==> config.mk <==
export PLATFORM = sky130hd
export DESIGN_NAME = cam_nav_sequencer
export DESIGN_NICKNAME = d
export VERILOG_FILES = /design/src/rtl/nav_pkg.sv /design/src/rtl/nav_frame_counter.sv /design/src/rtl/cam_nav_sequencer.sv
export SDC_FILE = /design/constraint.sdc
export NUM_CORES = 1
export LEC_CHECK = 0
export ABC_AREA = 1
export BUFFER_PORTS_ARGS = -buffer_cell sky130_fd_sc_hd__buf_2
export CORE_ASPECT_RATIO = 0.75
export CORE_MARGIN = 5
export CORE_UTILIZATION = 50
export DETAILED_ROUTE_END_ITERATION = 12
export PLACE_DENSITY = 0.73
export SETUP_SLACK_MARGIN = 0.15
export SLEW_MARGIN = 20
export SYNTH_ARGS = -nofsm -noshare
export SYNTH_HDL_FRONTEND = slang
export SYNTH_SLANG_ARGS = --single-unit
==> constraint.sdc <==
create_clock -name clk -period 1.2 [get_ports clk]
set_clock_uncertainty 0.05 [all_clocks]
set_input_delay 0.06 -clock clk [delete_from_list [all_inputs] [get_ports clk]]
set_output_delay 0.06 -clock clk [all_outputs]
set_load 0.01 [all_outputs]
==> src/rtl/nav_pkg.sv <==
// Shared types and constants for the camera navigation sequencer.
package nav_pkg;

  typedef enum logic [1:0] {
    COLOR_RED   = 2'b00,
    COLOR_GREEN = 2'b01,
    COLOR_BLUE  = 2'b10,
    COLOR_WHITE = 2'b11
  } color_t;

  typedef enum logic [2:0] {
    DET_NONE   = 3'b000,
    DET_RIGHT  = 3'b001,
    DET_MIDDLE = 3'b010,
    DET_LEFT   = 3'b100
  } det_t;

  typedef enum logic [1:0] {
    MOTOR_STOP  = 2'b00,
    MOTOR_FWD   = 2'b01,
    MOTOR_ROT_L = 2'b10,
    MOTOR_ROT_R = 2'b11
  } motor_t;

  typedef enum logic [2:0] {
    ST_IDLE    = 3'd0,
    ST_SCAN    = 3'd1,
    ST_CONFIRM = 3'd2,
    ST_DRIVE   = 3'd3,
    ST_DWELL   = 3'd4
  } nav_state_t;

  typedef enum logic {
    LEG_TABLE   = 1'b0,
    LEG_KITCHEN = 1'b1
  } leg_t;

  localparam color_t COLOR_RESET = COLOR_WHITE;
  localparam motor_t MOTOR_RESET = MOTOR_STOP;

  // Any pattern other than a single known bit is no colour.
  function automatic det_t decode_det(input logic [2:0] raw);
    case (raw)
      3'b100:  return DET_LEFT;
      3'b010:  return DET_MIDDLE;
      3'b001:  return DET_RIGHT;
      default: return DET_NONE;
    endcase
  endfunction

  function automatic motor_t rot_for(input det_t dir);
    return (dir == DET_LEFT) ? MOTOR_ROT_L : MOTOR_ROT_R;
  endfunction

endpackage

==> src/rtl/nav_frame_counter.sv <==
// Saturating frame counter; hit_c flags that the next increment reaches LIMIT.
module nav_frame_counter #(
  parameter int unsigned LIMIT = 3
) (
  input  logic clk,
  input  logic reset,
  input  logic clr,
  input  logic inc,
  output logic hit_c
);

  localparam int unsigned W = (LIMIT < 2) ? 1 : $clog2(LIMIT + 1);

  logic [W-1:0] count;

  always_ff @(posedge clk) begin
    if (reset || clr) begin
      count <= '0;
    end else if (inc && (count != W'(LIMIT))) begin
      count <= count + W'(1);
    end
  end

  assign hit_c = (count >= W'(LIMIT - 1));

endmodule

==> src/rtl/cam_nav_sequencer.sv <==
// Mission controller: scan/confirm/drive to a table, dwell, return to kitchen.
// Optional scan timeout abort enabled by defining NAV_TIMEOUT_EN.
module cam_nav_sequencer
  import nav_pkg::*;
#(
  parameter int unsigned CONFIRM_FRAMES = 3,
  parameter int unsigned LOST_FRAMES    = 4,
  parameter int unsigned DWELL_FRAMES   = 30,
  parameter int unsigned TIMEOUT_FRAMES = 120
) (
  input  logic       clk,
  input  logic       reset,
  input  logic       order_valid,
  input  logic [1:0] order_color,
  output logic       order_ready,
  input  logic       frame_done,
  input  logic [2:0] det_mode,
  input  logic       obstacle_near,
  output logic [1:0] color_mode,
  output logic [1:0] motor_cmd,
  output logic       busy,
  output logic       leg_done,
  output logic       abort
);

  nav_state_t state_q, state_d;
  leg_t       leg_q, leg_d;
  color_t     color_q, color_d;
  motor_t     motor_q, motor_d;
  det_t       last_dir_q, last_dir_d;
  logic       leg_done_q, leg_done_d;
  logic       abort_q, abort_d;
  logic       busy_q, order_ready_q;

  det_t det;
  det_t turn_dir;
  logic confirm_inc, confirm_clr, confirm_hit_c;
  logic lost_inc, lost_clr, lost_hit_c;
  logic dwell_inc, dwell_clr, dwell_hit_c;

  assign det      = decode_det(det_mode);
  // Direction to rotate after this verdict: a side verdict, else the last known side.
  assign turn_dir = (det == DET_LEFT || det == DET_RIGHT) ? det : last_dir_q;

  nav_frame_counter #(.LIMIT(CONFIRM_FRAMES)) u_confirm (
    .clk(clk), .reset(reset), .clr(confirm_clr), .inc(confirm_inc), .hit_c(confirm_hit_c)
  );
  nav_frame_counter #(.LIMIT(LOST_FRAMES)) u_lost (
    .clk(clk), .reset(reset), .clr(lost_clr), .inc(lost_inc), .hit_c(lost_hit_c)
  );
  nav_frame_counter #(.LIMIT(DWELL_FRAMES)) u_dwell (
    .clk(clk), .reset(reset), .clr(dwell_clr), .inc(dwell_inc), .hit_c(dwell_hit_c)
  );

`ifdef NAV_TIMEOUT_EN
  logic scan_inc, scan_clr, scan_hit_c;

  nav_frame_counter #(.LIMIT(TIMEOUT_FRAMES)) u_timeout (
    .clk(clk), .reset(reset), .clr(scan_clr), .inc(scan_inc), .hit_c(scan_hit_c)
  );
`endif

  always_ff @(posedge clk) begin
    if (reset) begin
      state_q       <= ST_IDLE;
      leg_q         <= LEG_TABLE;
      color_q       <= COLOR_RESET;
      motor_q       <= MOTOR_RESET;
      last_dir_q    <= DET_RIGHT;
      leg_done_q    <= 1'b0;
      abort_q       <= 1'b0;
      busy_q        <= 1'b0;
      order_ready_q <= 1'b1;
    end else begin
      state_q       <= state_d;
      leg_q         <= leg_d;
      color_q       <= color_d;
      motor_q       <= motor_d;
      last_dir_q    <= last_dir_d;
      leg_done_q    <= leg_done_d;
      abort_q       <= abort_d;
      busy_q        <= (state_d != ST_IDLE);
      order_ready_q <= (state_d == ST_IDLE);
    end
  end

  // Counters clear outside their own state unless the state below says otherwise.
  always_comb begin
    state_d     = state_q;
    leg_d       = leg_q;
    color_d     = color_q;
    motor_d     = motor_q;
    last_dir_d  = last_dir_q;
    leg_done_d  = 1'b0;
    abort_d     = 1'b0;
    confirm_inc = 1'b0;
    confirm_clr = 1'b1;
    lost_inc    = 1'b0;
    lost_clr    = 1'b1;
    dwell_inc   = 1'b0;
    dwell_clr   = 1'b1;
`ifdef NAV_TIMEOUT_EN
    scan_inc    = 1'b0;
    scan_clr    = 1'b1;
`endif
    case (state_q)
      ST_IDLE: begin
        if (order_valid && order_ready_q && (order_color != 2'(COLOR_WHITE))) begin
          state_d = ST_SCAN;
          leg_d   = LEG_TABLE;
          color_d = color_t'(order_color);
          motor_d = rot_for(last_dir_q);
        end
      end
      ST_SCAN: begin
        confirm_clr = 1'b0;
`ifdef NAV_TIMEOUT_EN
        scan_clr = 1'b0;
        scan_inc = frame_done;
`endif
        if (frame_done) begin
          if (det == DET_MIDDLE) begin
            state_d     = ST_CONFIRM;
            motor_d     = MOTOR_STOP;
            confirm_inc = 1'b1;
          end else begin
            last_dir_d = turn_dir;
            motor_d    = rot_for(turn_dir);
`ifdef NAV_TIMEOUT_EN
            if (scan_hit_c) begin
              state_d = ST_IDLE;
              motor_d = MOTOR_STOP;
              color_d = COLOR_WHITE;
              abort_d = 1'b1;
            end
`endif
          end
        end
      end
      ST_CONFIRM: begin
        confirm_clr = 1'b0;
        if (frame_done) begin
          if (det == DET_MIDDLE) begin
            confirm_inc = 1'b1;
            if (confirm_hit_c) begin
              state_d     = ST_DRIVE;
              motor_d     = MOTOR_FWD;
              confirm_clr = 1'b1;
            end
          end else begin
            confirm_clr = 1'b1;
            state_d     = ST_SCAN;
            last_dir_d  = turn_dir;
            motor_d     = rot_for(turn_dir);
          end
        end
      end
      ST_DRIVE: begin
        lost_clr = 1'b0;
        // Arrival takes priority over any frame verdict in the same cycle.
        if (obstacle_near) begin
          motor_d    = MOTOR_STOP;
          leg_done_d = 1'b1;
          state_d    = (leg_q == LEG_TABLE) ? ST_DWELL : ST_IDLE;
        end else if (frame_done) begin
          if (det == DET_MIDDLE) begin
            lost_clr = 1'b1;
          end else begin
            lost_inc   = 1'b1;
            last_dir_d = turn_dir;
            if (lost_hit_c) begin
              state_d = ST_SCAN;
              motor_d = rot_for(turn_dir);
            end
          end
        end
      end
      ST_DWELL: begin
        dwell_clr = 1'b0;
        if (frame_done) begin
          dwell_inc = 1'b1;
          if (dwell_hit_c) begin
            state_d    = ST_SCAN;
            leg_d      = LEG_KITCHEN;
            color_d    = COLOR_WHITE;
            last_dir_d = DET_RIGHT;
            motor_d    = MOTOR_ROT_R;
          end
        end
      end
      default: begin
        state_d = ST_IDLE;
        motor_d = MOTOR_STOP;
      end
    endcase
  end

  assign order_ready = order_ready_q;
  assign color_mode  = color_q;
  assign motor_cmd   = motor_q;
  assign busy        = busy_q;
  assign leg_done    = leg_done_q;
  assign abort       = abort_q;

endmodule

==> reports/qor.yml, run 1 <==
floorplan:
  die_area_sq_mm: 0.00414
  ios: 18
  die_w_um: 72.6
  start_util: 0.512
  coreArea_sq_mm: 0.00287
  dieHeight_um: 57.0
  fp-row-count: 17
yosys:
  syn-cell-area_sq_mm: 0.00147
  syn_inst: 222
  ys_types: 30
  yosysWarnings: 0
  synth_seq_cells: 24
  synth_fp_nets: 240
  syn_area_per_cell_sq_um: 6.62
  ys_seq_area_frac: 0.327
pwr:
  power.leakage_nw: 1.01
  powerDensity_mw_per_mm2: 914
  ir_drop_v: 0.000663
setup_path:
  cp_data_required_time_ns: 1.33
  cp_top_family: "simple AND/OR/NAND/NOR gates"
  r2r_slack_ns: -0.28
  critPathCaptureType: "flip-flop"
  start_kind: "flip-flop"
  cpMostUsedCell: "nor2_1"
  arrival_ns: 1.61
  path_max_fanout: 2
  crit_slowest_cell: "dfxtp_2"
  crit_type: "flip-flop to flip-flop"
  critPathBufInv: 0
  path_cells: "ha_4 > ha_4 > nor2_1 > nand2_1 > nand2_2 > nor2_1 > o21ai_1 > nor2_1 > nand2_1 > nand2_2"
  crit_path_max_incr_delay_ns: 0.35
drt:
  ant_nets: 0
  avgViaCountPerCell: 5.40
  dr.pass1.iters: 4
  routedWlPerCell_um: 15.7
  vias: 1729
  wl_mm: 5.01
  drtIter0Drc: 136
  drc: 0
clock_tree:
  cts_tree: "done"
  clk_path_buf_depth: 2
  numCtsBuffers: 3
  cts_max_level: 1
  clockRootBuffer: "clkbuf_8"
  clk_pin_slew_ns: 0.10
  insertion_delay_ns: 0.28
  clock-sinks: 24
sta:
  rsz0062_at_grt: "true"
  setup_viol: 23
  fmax_ghz: 0.676
  period_share: 1.23
  tns_ns: -4.44
  final.setup.worst_slack_ns: -0.279
  slew_viol_final: 0
  whs_ns: 0.0764
  hold_viol_final: 0
  fin_crit_ns: 1.48
global_routing:
  grt_first_pass_wirelength_mm: 7.02
  antenna_found_initial: 0
  grt_overflow: 0
  grt_usage: 0.212
  grt_max_degree: 15
  grt_pass1_vias: 1596
job:
  drv_cap: 0
placed_design:
  dp_cells: 304
  io_buffers: 16
  dp_hpwl_mm: 2.74
  gp_congestion: 0.841
finish:
  n_antenna_cell: 0
  nets: 301
  drive_gt1_frac: 0.528
  fin_util: 0.816
  nFillCells: 161
  fin_cells: 320
  area.growth.synth_to_final_pct: 59.4
hold_path:
  min_path_type: "primary input to flip-flop"
status:
  violations: "setup timing"
  outcome: "finished with violations"
## cell usage after synthesis, drive strengths merged
| cell type | number | area share |
|---|---|---|
| o21ai | 13 | 0.044 |
| nand2 | 61 | 0.16 |
| xor2 | 1 | 0.0060 |
| inv | 36 | 0.092 |
| nand3 | 23 | 0.094 |
| and2 | 1 | 0.0043 |
| nand4 | 1 | 0.0043 |
| nor3b | 1 | 0.0085 |
| conb | 1 | 0.0026 |
| o22ai | 2 | 0.0085 |
| o211ai | 1 | 0.0051 |
| nor2 | 32 | 0.11 |
| a211oi | 1 | 0.0085 |
| dfxtp | 24 | 0.33 |
| a21oi | 11 | 0.040 |
| ha | 8 | 0.068 |
| nor3 | 1 | 0.0034 |
| buf | 2 | 0.0085 |
| or2 | 2 | 0.0085 |
## kinds of logic (layout without fill, tap and decap cells)
family,after synthesis,after routing,share of synthesized area
and+or+nand+nor,122,123,0.390
DFF,24,24,0.327
xor gates and xnor gates,1,1,0.00596
buffers and inverters,38,97,0.100
adders and majority gates,8,8,0.0681
AOI/OAI and AO/OA,28,28,0.106
other,1,1,0.00255
## final cells by class
cell class              count  area (sq um)  share of cell area
well taps                  38          47.5              0.0203
clock inverters             1          30.0              0.0128
multi-input cells         161          1140               0.486
clock buffers               3          41.3              0.0176
inverters                  36           158              0.0673
flip-flops and latches     24           505               0.216
repair buffers             57           423               0.180
## worst register-to-register path: cells and delay by family, from the launching register on
kind | cells | cell delay [ns]
AND/OR/NAND/NOR | 7 | 0.48
flip-flops | 1 | 0.35
adder cells (fa/ha/maj) | 2 | 0.30
AO/OA/AOI/OAI | 1 | 0.20
## flip-flops by register name, indices dropped and copies added (netlist names), 2 cells and up
name             cells
u_confirm.count      2
last_dir_q           3
u_dwell.count        5
u_lost.count         3
color_mode           2
motor_cmd            2
state_q              3
## final timing paths
kind | startpoint | endpoint | cells past startpoint
worst max register to register | u_lost.count[1] | order_ready | 10
worst min register to register | motor_cmd[1] | motor_cmd[1] | 2
worst min-delay path | reset | leg_q | 3
worst max-delay path | u_lost.count[1] | order_ready | 10
## cells in the final DEF, fill, tap and decap left out, types with 4 or more instances in the layout
cell / netlist / layout
nand2_1: 58 / 41
buf_4: 1 / 31
inv_1: 26 / 20
nor2_1: 25 / 20
nand2_2: 3 / 18
buf_2: 1 / 16
dfxtp_1: 24 / 14
nand3_1: 20 / 12
inv_2: 10 / 11
buf_6: 0 / 8
nor2_4: 1 / 7
a21oi_1: 10 / 7
nand3_2: 2 / 6
nand3_4: 1 / 5
o21ai_2: 0 / 5
nor2_2: 5 / 5
ha_4: 0 / 5
dfxtp_4: 0 / 5
dfxtp_2: 0 / 5
inv_4: 0 / 4
o21ai_1: 6 / 4
## metal layers
metal,vias up,wire [um],share of wire,track usage
met5,-,0,0,0
met4,0,127,0.025,0.0553
met3,19,317,0.063,0.0616
met2,67,2340,0.47,0.329
met1,821,2230,0.44,0.288
li1,822,-,-,-
## where the power goes
| part | switching [mW] | internal, mW |
|---|---|---|
| registers | 0.0333 | 0.829 |
| logic | 0.326 | 0.220 |
| clock network | 0.286 | 0.447 |
## what timing repair did
action / in CTS / in global routing
resized for setup: 34 / 30
setup buffers: 5 / 4
pin swaps: 23 / 16
gates cloned: 1 / 0
setup endpoints to repair: 24 / 24
hold endpoints to repair: 2 / 0
hold buffers: 2 / 0
## through the flow
step                      total power, mW  area (sq um)  setup slack (ns)
after global placement               1.27          1920            -0.189
final                                2.14          2340            -0.279
after global routing                 2.23          2340            -0.387
after detailed placement             1.28          1920            -0.196
after CTS                            2.05          2190            -0.185
after floorplan                      1.14          1580            -0.128
Note: power is estimated with default switching activity, not from simulation.
==> run 2, diff against run 1 <==
--- a/config.mk
+++ b/config.mk
@@ -8,11 +8,10 @@
 export ABC_AREA = 1
 export BUFFER_PORTS_ARGS = -buffer_cell sky130_fd_sc_hd__buf_2
 export CORE_ASPECT_RATIO = 0.75
-export CORE_MARGIN = 5
 export CORE_UTILIZATION = 50
 export DETAILED_ROUTE_END_ITERATION = 12
 export PLACE_DENSITY = 0.73
-export SETUP_SLACK_MARGIN = 0.15
+export SETUP_SLACK_MARGIN = 0.1
 export SLEW_MARGIN = 20
 export SYNTH_ARGS = -nofsm -noshare
 export SYNTH_HDL_FRONTEND = slang
==> reports/qor.yml, run 2 (synthesized netlist as in run 1, its figures left out) <==
sta:
  rsz0062_at_grt: "true"
  hold_viol_final: 0  # unchanged
  fmax_ghz: 0.651  # -3.7%
  final.setup.worst_slack_ns: -0.336  # -0.0571 ns
  setup_viol: 23  # unchanged
  slew_viol_final: 0  # unchanged
  tns_ns: -5.09  # -0.654 ns
  fin_crit_ns: 1.54  # +0.0571 ns
  period_share: 1.28  # +0.0476
placed_design:
  dp_cells: 301  # -0.99%
  gp_congestion: 0.883  # +5.0%
  dp_hpwl_mm: 2.77  # +0.81%
  io_buffers: 16  # unchanged
drt:
  dr.pass1.iters: 5  # +1
  wl_mm: 5.67  # +13%
  drc: 0  # unchanged
  vias: 1819  # +5.2%
  ant_nets: 0  # unchanged
  drtIter0Drc: 168  # +24%
  avgViaCountPerCell: 5.74  # +6.2%
  routedWlPerCell_um: 17.9  # +14%
setup_path:
  start_kind: "flip-flop"
  path_max_fanout: 2  # unchanged
  critPathBufInv: 0  # unchanged
  arrival_ns: 1.65  # +0.04 ns
  crit_path_max_incr_delay_ns: 0.35  # about the same
  ff2ff_path_depth: 10  # unchanged
  reg2reg_from: "u_lost.count[1]"
  cp_data_required_time_ns: 1.32  # about the same
  path_cells: "ha_4 > ha_4 > nor2_2 > nand2_1 > nand2_1 > nor2_1 > o21ai_1 > nor2_1 > nand2_1 > nand2_2"
  critPathCaptureType: "flip-flop"
  crit_slowest_cell: "dfxtp_2"
  rr_endpoint: "order_ready"
  crit_type: "flip-flop to flip-flop"
  r2r_slack_ns: -0.34  # -0.06 ns
  cp_top_family: "simple AND/OR/NAND/NOR gates"
  cpMostUsedCell: "nand2_1"
finish:
  fin_cells: 317  # -0.94%
  area.growth.synth_to_final_pct: 61.7
  n_antenna_cell: 0  # unchanged
  largest_register: "u_dwell.count"
  nFillCells: 122  # -24%
  final_cell_mix: "nand2_1, buf_4, inv_1"
  nets: 300  # -0.33%
  drive_gt1_frac: 0.552  # +0.0232
  largest_reg_flops: 5  # unchanged
  layout_commonest_cell: "nand2_1"
pwr:
  powerDensity_mw_per_mm2: 934  # +2.1%
  power_switching_share: 0.305  # +0.00404
  power.leakage_nw: 1.03  # +1.5%
  switchingPower_uw: 678  # +5.0%
  power_frac_comb: 0.278  # +0.023
  p_seq_frac: 0.391  # -0.012
  pwr-share-clk: 0.331  # -0.011
  ir_drop_v: 0.000965  # +46%
  internal_power_mw: 1.54  # +3.0%
global_routing:
  antenna_found_initial: 0  # unchanged
  grt_first_pass_wirelength_mm: 6.91  # -1.5%
  grt_overflow: 0  # unchanged
  met3_usage: 0.0561  # -0.00554
  grt_usage: 0.286  # +0.0742
  grt.met2_usage: 0.504  # +0.174
  grt_pass1_vias: 1554  # -2.6%
  met1_usage: 0.362  # +0.0741
  grt_max_degree: 15  # unchanged
  grt-busiest-layer: "met2"
floorplan:
  fp-row-count: 16  # -1
  dieHeight_um: 49.0  # -14%
  ios: 18  # unchanged
  coreArea_sq_mm: 0.00270  # -5.9%
  die_w_um: 64.6  # -11%
  die_area_sq_mm: 0.00316  # -24%
  start_util: 0.544  # +0.0320
clock_tree:
  clockRootBuffer: "clkbuf_8"
  numCtsBuffers: 3  # unchanged
  clk_pin_slew_ns: 0.09  # about the same
  clock-sinks: 24  # unchanged
  insertion_delay_ns: 0.27  # about the same
  clk_path_buf_depth: 2  # unchanged
  cts_tree: "done"
  cts_max_level: 1  # unchanged
status:
  violations: "setup timing"
  outcome: "finished with violations"
hold_path:
  hp-start: "reset"
  whs_path_depth: 3  # unchanged
  min_path_type: "primary input to flip-flop"
  min_to: "motor_cmd[0]"
job:
  drv_cap: 0  # unchanged
run 2: how the worst max path moves through the flow:
stage | start | end | slack, ns | cells past startpoint
after floorplan | u_lost.count[0] | order_ready | -0.13 | 10
after global placement | u_lost.count[0] | order_ready | -0.19 | 10
after detailed placement | u_lost.count[1] | order_ready | -0.23 | 10
after CTS | u_lost.count[1] | order_ready | -0.23 | 10
after global routing | u_confirm.count[0] | busy | -0.44 | 10
final | u_lost.count[1] | order_ready | -0.34 | 10
run 2: routing by layer:
| metal | up-vias | routed length, um |
|---|---|---|
| met5 | - | 0 |
| met2 | 105 | 2640 |
| met1 | 861 | 2320 |
| met4 | 0 | 288 |
| met3 | 34 | 429 |
| li1 | 819 | - |
run 2: stage by stage:
step	util	hold WS (ns)	cell area (sq um)	setup WS [ns]	total power, mW
global placement	0.698	0.251	1890	-0.188	1.28
finish	0.880	0.0860	2380	-0.336	2.22
global route	0.880	0.0946	2380	-0.436	2.28
floorplan	-	0.147	1560	-0.128	1.13
CTS	0.786	0.0772	2120	-0.233	2.06
detailed placement	0.698	0.268	1890	-0.234	1.29
run 2: power by group through the flow:
stage,clock [mW],sequential (mW),combinational [mW]
global placement,0,0.880,0.401
global route,0.758,0.870,0.652
finish,0.734,0.868,0.618
floorplan,0,0.896,0.238
CTS,0.735,0.865,0.460
detailed placement,0,0.881,0.405
run 2: cell type report:
cell class              instances  area, sq um  share of cell area
clock buffers                   3         41.3              0.0174
clock inverters                 1         30.0              0.0126
inverters                      36          153              0.0642
multi-input cells             160         1190               0.500
flip-flops and latches         24          497               0.209
well taps                      36         45.0              0.0189
repair buffers                 57          423               0.178
run 2: repair_timing:
action                     4_1_cts  5_1_grt
setup endpoints to repair       24       24
pin swaps                       26       25
cloned                           0        0
buffers inserted                 3        7
hold buffers                     2        0
hold endpoints to repair         2        0
gates resized for setup         39       51
run 2: worst register-to-register path, cell delays in order, from the launching register on:
cell	delay, ns
dfxtp_2	0.35
ha_4	0.16
ha_4	0.15
nor2_2	0.07
nand2_1	0.06
nand2_1	0.11
nor2_1	0.06
o21ai_1	0.19
nor2_1	0.08
nand2_1	0.09
nand2_2	0.07
